$ cat src/rtl/sync_fifo_n.sv
// sync_fifo_n: single-clock parametrised-depth FIFO with occupancy count, threshold flags and error pulses
// Ports: clk, rst_n (sync active-low); write side wr/wr_data/full/almost_full;
// read side rd/rd_data (registered)/empty_n/almost_empty; count = occupancy 0..DEPTH;
// overflow/underflow pulse for one cycle after a dropped write / ignored read.
module sync_fifo_n #(
  parameter int BUS_WIDTH  = 16,
  parameter int ADDR_WIDTH = 3,
  parameter int AF_THRESH  = 6,
  parameter int AE_THRESH  = 1
) (
  input  logic                  clk,
  input  logic                  rst_n,
  input  logic [BUS_WIDTH-1:0]  wr_data,
  input  logic                  wr,
  output logic                  full,
  output logic                  almost_full,
  output logic [BUS_WIDTH-1:0]  rd_data,
  input  logic                  rd,
  output logic                  empty_n,
  output logic                  almost_empty,
  output logic [ADDR_WIDTH:0]   count,
  output logic                  overflow,
  output logic                  underflow
);
  localparam logic [ADDR_WIDTH:0] DEPTH = {1'b1, {ADDR_WIDTH{1'b0}}};
  localparam logic [ADDR_WIDTH:0] AF    = (ADDR_WIDTH+1)'(AF_THRESH);
  localparam logic [ADDR_WIDTH:0] AE    = (ADDR_WIDTH+1)'(AE_THRESH);
  logic [BUS_WIDTH-1:0]  mem [2**ADDR_WIDTH];
  logic [ADDR_WIDTH-1:0] wptr, rptr;
  logic [ADDR_WIDTH:0]   count_nxt;
  logic                  wa, ra;
  // a write into a full FIFO is allowed when a read frees a slot in the same cycle
  always_comb begin
    ra        = rd & empty_n;
    wa        = wr & (~full | ra);
    count_nxt = count + (ADDR_WIDTH+1)'(wa) - (ADDR_WIDTH+1)'(ra);
  end
  always_ff @(posedge clk)
    if (rst_n && wa) mem[wptr] <= wr_data;
  // flags are registered from count_nxt so they track post-edge occupancy
  always_ff @(posedge clk) begin
    if (!rst_n) begin
      wptr         <= '0;
      rptr         <= '0;
      count        <= '0;
      full         <= 1'b0;
      empty_n      <= 1'b0;
      almost_full  <= 1'b0;
      almost_empty <= 1'b1;
      overflow     <= 1'b0;
      underflow    <= 1'b0;
      rd_data      <= '0;
    end else begin
      if (wa) wptr <= wptr + ADDR_WIDTH'(1);
      if (ra) begin
        rptr    <= rptr + ADDR_WIDTH'(1);
        rd_data <= mem[rptr];
      end
      count        <= count_nxt;
      full         <= count_nxt == DEPTH;
      empty_n      <= count_nxt != '0;
      almost_full  <= count_nxt >= AF;
      almost_empty <= count_nxt <= AE;
      overflow     <= wr & full & ~rd;
      underflow    <= rd & ~empty_n;
    end
  end
endmodule

$ cat config.mk
export PLATFORM = sky130hd
export DESIGN_NAME = sync_fifo_n
export DESIGN_NICKNAME = d
export VERILOG_FILES = /design/src/rtl/sync_fifo_n.sv
export SDC_FILE = /design/constraint.sdc
export NUM_CORES = 1
export LEC_CHECK = 0
export CAP_MARGIN = 20
export CORE_UTILIZATION = 35
export DETAILED_ROUTE_END_ITERATION = 8
export MAX_ROUTING_LAYER = met4
export PLACE_DENSITY = 0.58
export SYNTH_ARGS = -nofsm -noshare
export SYNTH_HDL_FRONTEND = slang
export SYNTH_SLANG_ARGS = --single-unit
export TNS_END_PERCENT = 50
$ cat constraint.sdc
create_clock -name clk -period 6 [get_ports clk]
set_input_delay 1.5 -clock clk [delete_from_list [all_inputs] [get_ports clk]]
set_output_delay 1.5 -clock clk [all_outputs]
set_load 0.02 [all_outputs]
==> results.yml, run 1 <==
cells_and_area:
  most-common-layout-cells: "edfxtp_1 (128), mux2i_1 (64), clkdlybuf4s50_1 (45)"
  layout.nets: 473
  area_growth_syn_to_layout_pct: 19.9
  postLayoutCoreUtil_pct: 43.1
  post_route_cells_drive_above_1_share_pct: 11.5
  antenna_cells_inserted: 0
  layout.cells.most_common: "edfxtp_1"
  final_cell_count_no_fill: 684
  n_fill_cell: 1556
sta:
  max_slew.worst_pin.slew_ps: 1080
  finalWorstSetupSlack_ps: 1960
  timing.max_slew.rel_slack_pct: 27.9
  timing_max_transition_violations_final: 0
  grt_setup_unrepaired: "no"
  final_min_period_over_clock_period_pct: 67.3
  finalCriticalPeriod_ps: 4040
  setup-violations-final: 0
  max_clock_freq_mhz: 248
  hold_viol: 0
  total_negative_setup_slack_ps: 0
  skew_ps: 5.64
synth:
  post_synth_main_area_contributors: "edfxtp_1 (62%), dfxtp_1 (10%), mux2i_1 (10%)"
  syn-cell-area_mm2: 0.00621
  yosysUniqueCellTypes: 40
  postSynthCellCount: 391
  synth_async_sr_flop_share_pct: 0
  syn_nets: 418
  synth-edff-count: 128
  synth_warnings: 0
  ys.flop_type: "edfxtp_1"
  post-synth-top-area-fraction_pct: 61.9
  synth_sequential_area_ratio_pct: 72.2
  synth_area_per_cell_um2: 15.9
  synthDominantAreaCellType: "edfxtp_1"
  ys_seq_elements: 160
global_route:
  grt_pass1_wl_um: 19400
  grt_pass1_vias: 3409
  grt_usage_pct: 15.3
  grt.overflow.total: 0
  antenna_found_initial: 0
  grt_start_max_net_pins: 67
critical_path:
  crit_slowest_cell: "clkdlybuf4s50_1"
  slowest_cell_delay_on_critical_path_ps: 540
  timing.critical_path.to_type: "register"
  cp.required_ps: 6310
  worstPathCellList: "clkdlybuf4s50_1 > nand2_2 > inv_2 > ha_1 > inv_1 > ha_1 > inv_1 > fa_1 > xor2_1 > nand2_1 > o31a_1"
  timing.setup.critical_path_class: "primary input to register"
  critPathArrivalTime_ps: 4340
  critical_path_peak_fanout: 20
  setup.worst_path.start_class: "primary input"
placement:
  dp_worst_setup_slack_ps: 1510
  port_buffers: 45
  detailed_place_hpwl_um: 7240
  dpl.cell_count: 651
  gp_congestion: 0.704
clock_tree:
  cts_post_setup_buffers_inserted: 0
  clk_transition_reported_paths_ps: 60
  clk_root_buffer_cell: "clkbuf_16"
  cts_resized: 0
  postCtsHoldBufs: 0
  cts.htree.levels: 4
  clk_latency_worst_skew_pair_ps: 420
  cts_tree: "yes"
  tritoncts.num_buffers: 17
  clock_sinks: 160
  cts_max_path_buffers: 2
route:
  drt_iter0_markers: 288
  post-route-drc-count: 0
  routedWlPerCell_um: 18.3
  drt_pre_antenna_iters: 5
  dr_total_vias: 3365
  totalWireLength_um: 12500
  final_antenna_net_count: 0
  post_drt_via_cell_ratio: 4.92
status:
  run_status: "finished, final reports clean"
floorplanning:
  design.portCount: 46
  die_w_um: 135
  start_util_pct: 35.9
  vertical_die_dimension_um: 135
  fp.coreArea_mm2: 0.0173
  die_area_mm2: 0.0183
  core.rowCount: 48
run:
  max_cap_viol_count: 0
power:
  ir_drop_mv: 0.274
  finalPower_mw: 2.97
  power.density_mw_per_mm2: 399
  total_leakage_power_nw: 2.46
hold_path:
  worst_hold_path_type: "register to register"
-- worst paths after layout --
path	slack, ps	end	startpoint	cells after the start
hold reg to reg	480	underflow	empty_n	1
setup / recovery	1960	empty_n	rd	11
hold / removal	480	underflow	empty_n	1
setup reg to reg	3210	empty_n	empty_n	10
-- power by group --
group          switching (mW)  internal, mW
sequential             0.0472          1.28
combinational           0.329         0.274
clock                   0.422         0.616
-- cell families after synthesis --
kind of cell / Yosys count / share of synthesized area (%)
AOI/OAI and AO/OA: 72 / 7.37
xor gates and xnor gates: 7 / 1.11
adders and majority gates: 7 / 1.53
buffers and inverters: 26 / 3.26
DFF: 160 / 72.2
muxes: 64 / 10.3
and+or+nand+nor: 55 / 4.23
-- cell type report --
type,instances,area [µm²],area share [%]
inverter,7,26.3,0.353
clock inverter,12,134,1.80
clock buffer,20,437,5.86
multi-input combinational,205,1540,20.6
tap,225,282,3.78
timing repair buffer,55,546,7.33
sequential,160,4490,60.3
-- worst max-delay path, delay by kind of cell --
kind            cells  cell delay, ps
compound gates      1             290
xor+xnor            1             220
simple gates        2             430
fa+ha+maj           3             830
buf+inv             4            1080
-- sequential cells by signal, summed over array words and instances, names as in the netlist --
name	cells
mem	128
rd_data	16
count	4
rptr	3
wptr	3
almost_empty	1
almost_full	1
empty_n	1
full	1
overflow	1
underflow	1
-- through the flow --
step | instance area (µm²) | hold slack (ps)
5_1_grt | 7450 | 499
2_1_floorplan | 6210 | 492
4_1_cts | 7420 | 479
3_3_place_gp | 6850 | 461
3_5_place_dp | 6850 | 466
6_report | 7450 | 477
-- Yosys cell counts, types with 4 or more instances --
cell and number:
nor2_1 30, buf_2 7, inv_1 5, mux2i_1 64, a21oi_1 18, a22oi_1 32
nand2_1 7, o21ai_0 16, ha_1 6, xor2_1 4, dfxtp_1 32, edfxtp_1 128
-- per-layer routing --
metal | up-vias | GRT usage (%) | wire length, µm
met1 | 1673 | 19.4 | 5650
met4 | 0 | 6.05 | 198
li1 | 1598 | - | -
met3 | 16 | 4.19 | 619
met2 | 78 | 23.4 | 6070
met5 | - | - | 0
(Power assumes the default switching activity.)
==> run 2: changes to the inputs <==
Settings changed: PLACE_DENSITY 0.58 to 0.6.
Clock period 6 ns to 3.35 ns, I/O delays scaled along.
==> results.yml, run 2 (synthesis gave the netlist of run 1 again) <==
status:
  run_status: "finished, final reports clean"
critical_path:
  setup.worst_path.start_class: "primary input"
  r2r_cells: 10
  critPathArrivalTime_ps: 3090
  timing.setup.critical_path_class: "primary input to register"
  critical_path_peak_fanout: 4
  timing.critical_path.to_type: "register"
  cp.required_ps: 3670
clock_tree:
  cts_max_path_buffers: 2
  clk_latency_worst_skew_pair_ps: 430
  clk_transition_reported_paths_ps: 60
  cts_resized: 0
  tritoncts.num_buffers: 17
  clock_sinks: 160
  cts.htree.levels: 4
  postCtsHoldBufs: 0
  cts_tree: "yes"
  clk_root_buffer_cell: "clkbuf_16"
  cts_post_setup_buffers_inserted: 0
power:
  int_power_mw: 4.20
  ir_drop_mv: 0.373
  combinational_fraction_of_design_power_pct: 18.6
  p_switching_mw: 1.45
  clock_power_share_pct: 38.2
  total_leakage_power_nw: 2.52
  finalPower_mw: 5.65
  netSwitchingFraction_pct: 25.7
  sequentialPowerShare_pct: 43.2
  power.density_mw_per_mm2: 745
sta:
  grt_setup_unrepaired: "no"
  finalCriticalPeriod_ps: 2770
  max_slew.worst_pin.slew_ps: 981
  final_min_period_over_clock_period_pct: 82.8
  max_clock_freq_mhz: 361
  setup-violations-final: 0
  finalWorstSetupSlack_ps: 578
  skew_ps: 7.54
  total_negative_setup_slack_ps: 0
  hold_viol: 0
  timing.max_slew.rel_slack_pct: 34.6
  timing_max_transition_violations_final: 0
cells_and_area:
  post_route_cells_drive_above_1_share_pct: 12.9
  layout.cells.most_common: "edfxtp_1"
  antenna_cells_inserted: 0
  reg.largest.list: "mem: 128 flops, rd_data: 16 flops, count: 4 flops"
  layout.nets: 479
  largest_register_ff_count: 128
  area_growth_syn_to_layout_pct: 22.0
  finish.instance_area_mm2: 0.00758
  most-common-layout-cells: "edfxtp_1 (128), mux2i_1 (64), clkdlybuf4s50_1 (45)"
  postLayoutCoreUtil_pct: 43.8
  top_register: "mem"
placement:
  dp_worst_setup_slack_ps: 129
  port_buffers: 45
  detailed_place_hpwl_um: 7360
  gp_congestion: 0.688
  placed_area_mm2: 0.00691
floorplanning:
  design.portCount: 46
  die_area_mm2: 0.0183
  start_util_pct: 35.9
  fp.coreArea_mm2: 0.0173
  die_w_um: 135
  core.rowCount: 48
  vertical_die_dimension_um: 135
route:
  routedWlPerCell_um: 18.3
  post-route-drc-count: 0
  drt_pre_antenna_iters: 4
  totalWireLength_um: 12700
  post_drt_via_cell_ratio: 4.97
  drt_iter0_markers: 207
  final_antenna_net_count: 0
  dr_total_vias: 3431
global_route:
  grt_usage_pct: 15.2
  grt.overflow.total: 0
  antenna_found_initial: 0
  grt_pass1_vias: 3511
  grt_start_max_net_pins: 35
  grt_pass1_wl_um: 19400
hold_path:
  hold_path_depth: 1
  worst_hold_path_type: "register to register"
run:
  max_cap_viol_count: 0
## run 2: cell types whose count changed in the layout (fill, tap and decap cells not counted)
cell / previous run / this run
clkinvlp_2: 0 / 1
clkinvlp_4: 2 / 3
buf_16: 1 / 0
inv_6: 4 / 0
clkinv_2: 3 / 0
clkinv_4: 1 / 3
clkbuf_1: 3 / 0
clkinv_1: 0 / 2
buf_12: 0 / 1
buf_4: 9 / 15
bufinv_16: 2 / 6
## run 2: worst paths after layout
kind,from,endpoint,slack [ps]
setup reg to reg,empty_n,full,1070
setup / recovery,rd,full,580
hold reg to reg,empty_n,underflow,480
hold / removal,empty_n,underflow,480
## run 2: area by class of cell
type | count | area, µm²
fill | 1520 | 9720
sequential | 160 | 4490
multi-input combinational | 205 | 1540
timing repair buffer | 61 | 583
clock buffer | 17 | 425
tap | 225 | 282
clock inverter | 15 | 241
inverter | 7 | 26.3
## run 2: critical path, stage by stage
cell,delay (ps)
clkdlybuf4s50_1,480
a21bo_2,180
nand2_2,90
ha_1,300
inv_1,60
ha_1,150
inv_1,50
fa_1,370
xor2_1,180
nand2_1,110
nor4b_1,290
## run 2: power by group through the flow
stage               Combinational [mW]  Sequential, mW  Clock [mW]
floorplan                        0.692            2.51           0
global placement                  1.04            2.48           0
detailed placement                1.06            2.49           0
CTS                               1.07            2.45        2.19
global route                      1.15            2.46        2.26
finish                            1.05            2.44        2.16
## run 2: per-stage QoR
stage	cells	hold slack, ps
floorplan	391	492
global placement	658	478
detailed placement	658	474
CTS	690	490
global route	690	510
finish	690	484
## run 2: routing by layer
metal,vias up,global-route usage (%),part of all wire [%]
met2,69,23.7,48
met5,-,-,0
met1,1730,18.5,46
li1,1609,-,-
met4,0,5.99,1.9
met3,23,4.60,3.8
==> run 3: changes to the inputs <==
Settings changed: PLACE_DENSITY 0.6 to 0.58.
Clock period 3.35 ns to 2.64 ns, I/O delays scaled along.
==> results.yml, run 3 (synthesis gave the netlist of run 1 again) <==
clock_tree:
  postCtsHoldBufs: 0
  clk_transition_reported_paths_ps: 60
  cts_post_setup_buffers_inserted: 0
  cts_max_path_buffers: 2
  cts_tree: "yes"
  tritoncts.num_buffers: 17
  clk_latency_worst_skew_pair_ps: 420
  clock_sinks: 160
  clk_root_buffer_cell: "clkbuf_16"
  cts_resized: 0
  cts.htree.levels: 4
route:
  dr_total_vias: 3429
  routedWlPerCell_um: 17.5
  drt_pre_antenna_iters: 4
  post_drt_via_cell_ratio: 4.86
  final_antenna_net_count: 0
  drt_iter0_markers: 201
  post-route-drc-count: 0
  totalWireLength_um: 12400
global_route:
  grt_pass1_vias: 3405
  grt_usage_pct: 15.1
  grt.overflow.total: 0
  grt_pass1_wl_um: 19100
  grt_start_max_net_pins: 50
  antenna_found_initial: 0
critical_path:
  timing.rr.start: "empty_n"
  reg2reg_setup_slack_ps: 410
  cp.required_ps: 2950
  timing.critical_path.to_type: "register"
  r2r_cells: 9
  critPathArrivalTime_ps: 2830
  critPathLaunch: "rd"
  worstPathCellList: "clkdlybuf4s50_1 > a21bo_2 > nand2_2 > ha_1 > inv_1 > ha_1 > inv_1 > fa_2 > nand2_1 > o31a_1"
  cp_num_cells: 10
  critical_path_peak_fanout: 3
  setup.worst_path.start_class: "primary input"
  cp.buffers_inverters: 3
  crit_family: "adder cells"
  crit_slowest_cell: "fa_2"
  slowest_cell_delay_on_critical_path_ps: 540
  timing.setup.critical_path_class: "primary input to register"
cells_and_area:
  antenna_cells_inserted: 0
  n_fill_cell: 1559
  multi_input_comb_area_mm2: 0.00155
  final_cell_count_no_fill: 706
  post_route_cells_drive_above_1_share_pct: 16.4
  layout.cells.most_common: "edfxtp_1"
  top_register: "mem"
  largest_register_ff_count: 128
  finish.instance_area_mm2: 0.00764
  area_growth_syn_to_layout_pct: 23.1
  layout.nets: 496
  postLayoutCoreUtil_pct: 44.2
  seq_area_mm2: 0.00449
  most-common-layout-cells: "edfxtp_1 (128), mux2i_1 (64), clkdlybuf4s50_1 (45)"
  reg.largest.list: "mem: 128 flops, rd_data: 16 flops, count: 4 flops"
floorplanning:
  fp.coreArea_mm2: 0.0173
  die_area_mm2: 0.0183
  design.portCount: 46
  vertical_die_dimension_um: 135
  die_w_um: 135
  core.rowCount: 48
  start_util_pct: 35.9
placement:
  port_buffers: 45
  detailed_place_hpwl_um: 7680
  gp_congestion: 0.727
  dpl.cell_count: 675
  dp_worst_setup_slack_ps: -362
  placed_area_mm2: 0.00704
hold_path:
  hold_path_depth: 1
  worst_hold_path_type: "register to register"
  worst_hold_startpoint: "empty_n"
sta:
  total_negative_setup_slack_ps: 0
  final_min_period_over_clock_period_pct: 95.5
  max_clock_freq_mhz: 397
  max_slew.worst_pin.slew_ps: 712
  finalWorstSetupSlack_ps: 119
  grt_setup_unrepaired: "no"
  skew_ps: 6.29
  hold_viol: 0
  timing_max_transition_violations_final: 0
  finalCriticalPeriod_ps: 2520
  setup-violations-final: 0
  timing.max_slew.rel_slack_pct: 52.4
  timing.hold.ws_ps: 486
power:
  finalPower_mw: 6.93
  power.density_mw_per_mm2: 906
  total_leakage_power_nw: 2.58
  ir_drop_mv: 0.493
status:
  run_status: "finished, final reports clean"
run:
  max_cap_viol_count: 0
==> run 3: where the power goes <==
part	internal [mW]	switching, mW
Combinational	0.680	0.751
Sequential	2.92	0.130
Clock	1.48	0.968
==> run 3: worst reg2reg max path, delay by kind of cell, from the launching register on <==
family | cells | cell delay [ps]
buf+inv | 2 | 120
simple gates | 2 | 150
flops | 1 | 400
compound gates | 2 | 460
fa+ha+maj | 3 | 980
==> run 3: metal layers <==
layer | share of wire (%) | track usage (%) | wire length, µm
met5 | 0 | - | 0
met4 | 2.4 | 7.62 | 302
met3 | 4.7 | 3.22 | 585
met2 | 46 | 22.6 | 5720
met1 | 47 | 19.2 | 5760
==> run 3: layout make-up <==
class | count | share of cell area, %
Sequential cell | 160 | 58.7
Multi-Input combinational cell | 205 | 20.2
Timing Repair Buffer | 78 | 9.30
Clock buffer | 17 | 5.56
Tap cell | 225 | 3.68
Clock inverter | 14 | 2.18
Inverter | 7 | 0.344
==> run 3: final timing paths <==
kind / endpoint
hold / removal: underflow
setup / recovery: empty_n
hold reg to reg: underflow
setup reg to reg: empty_n
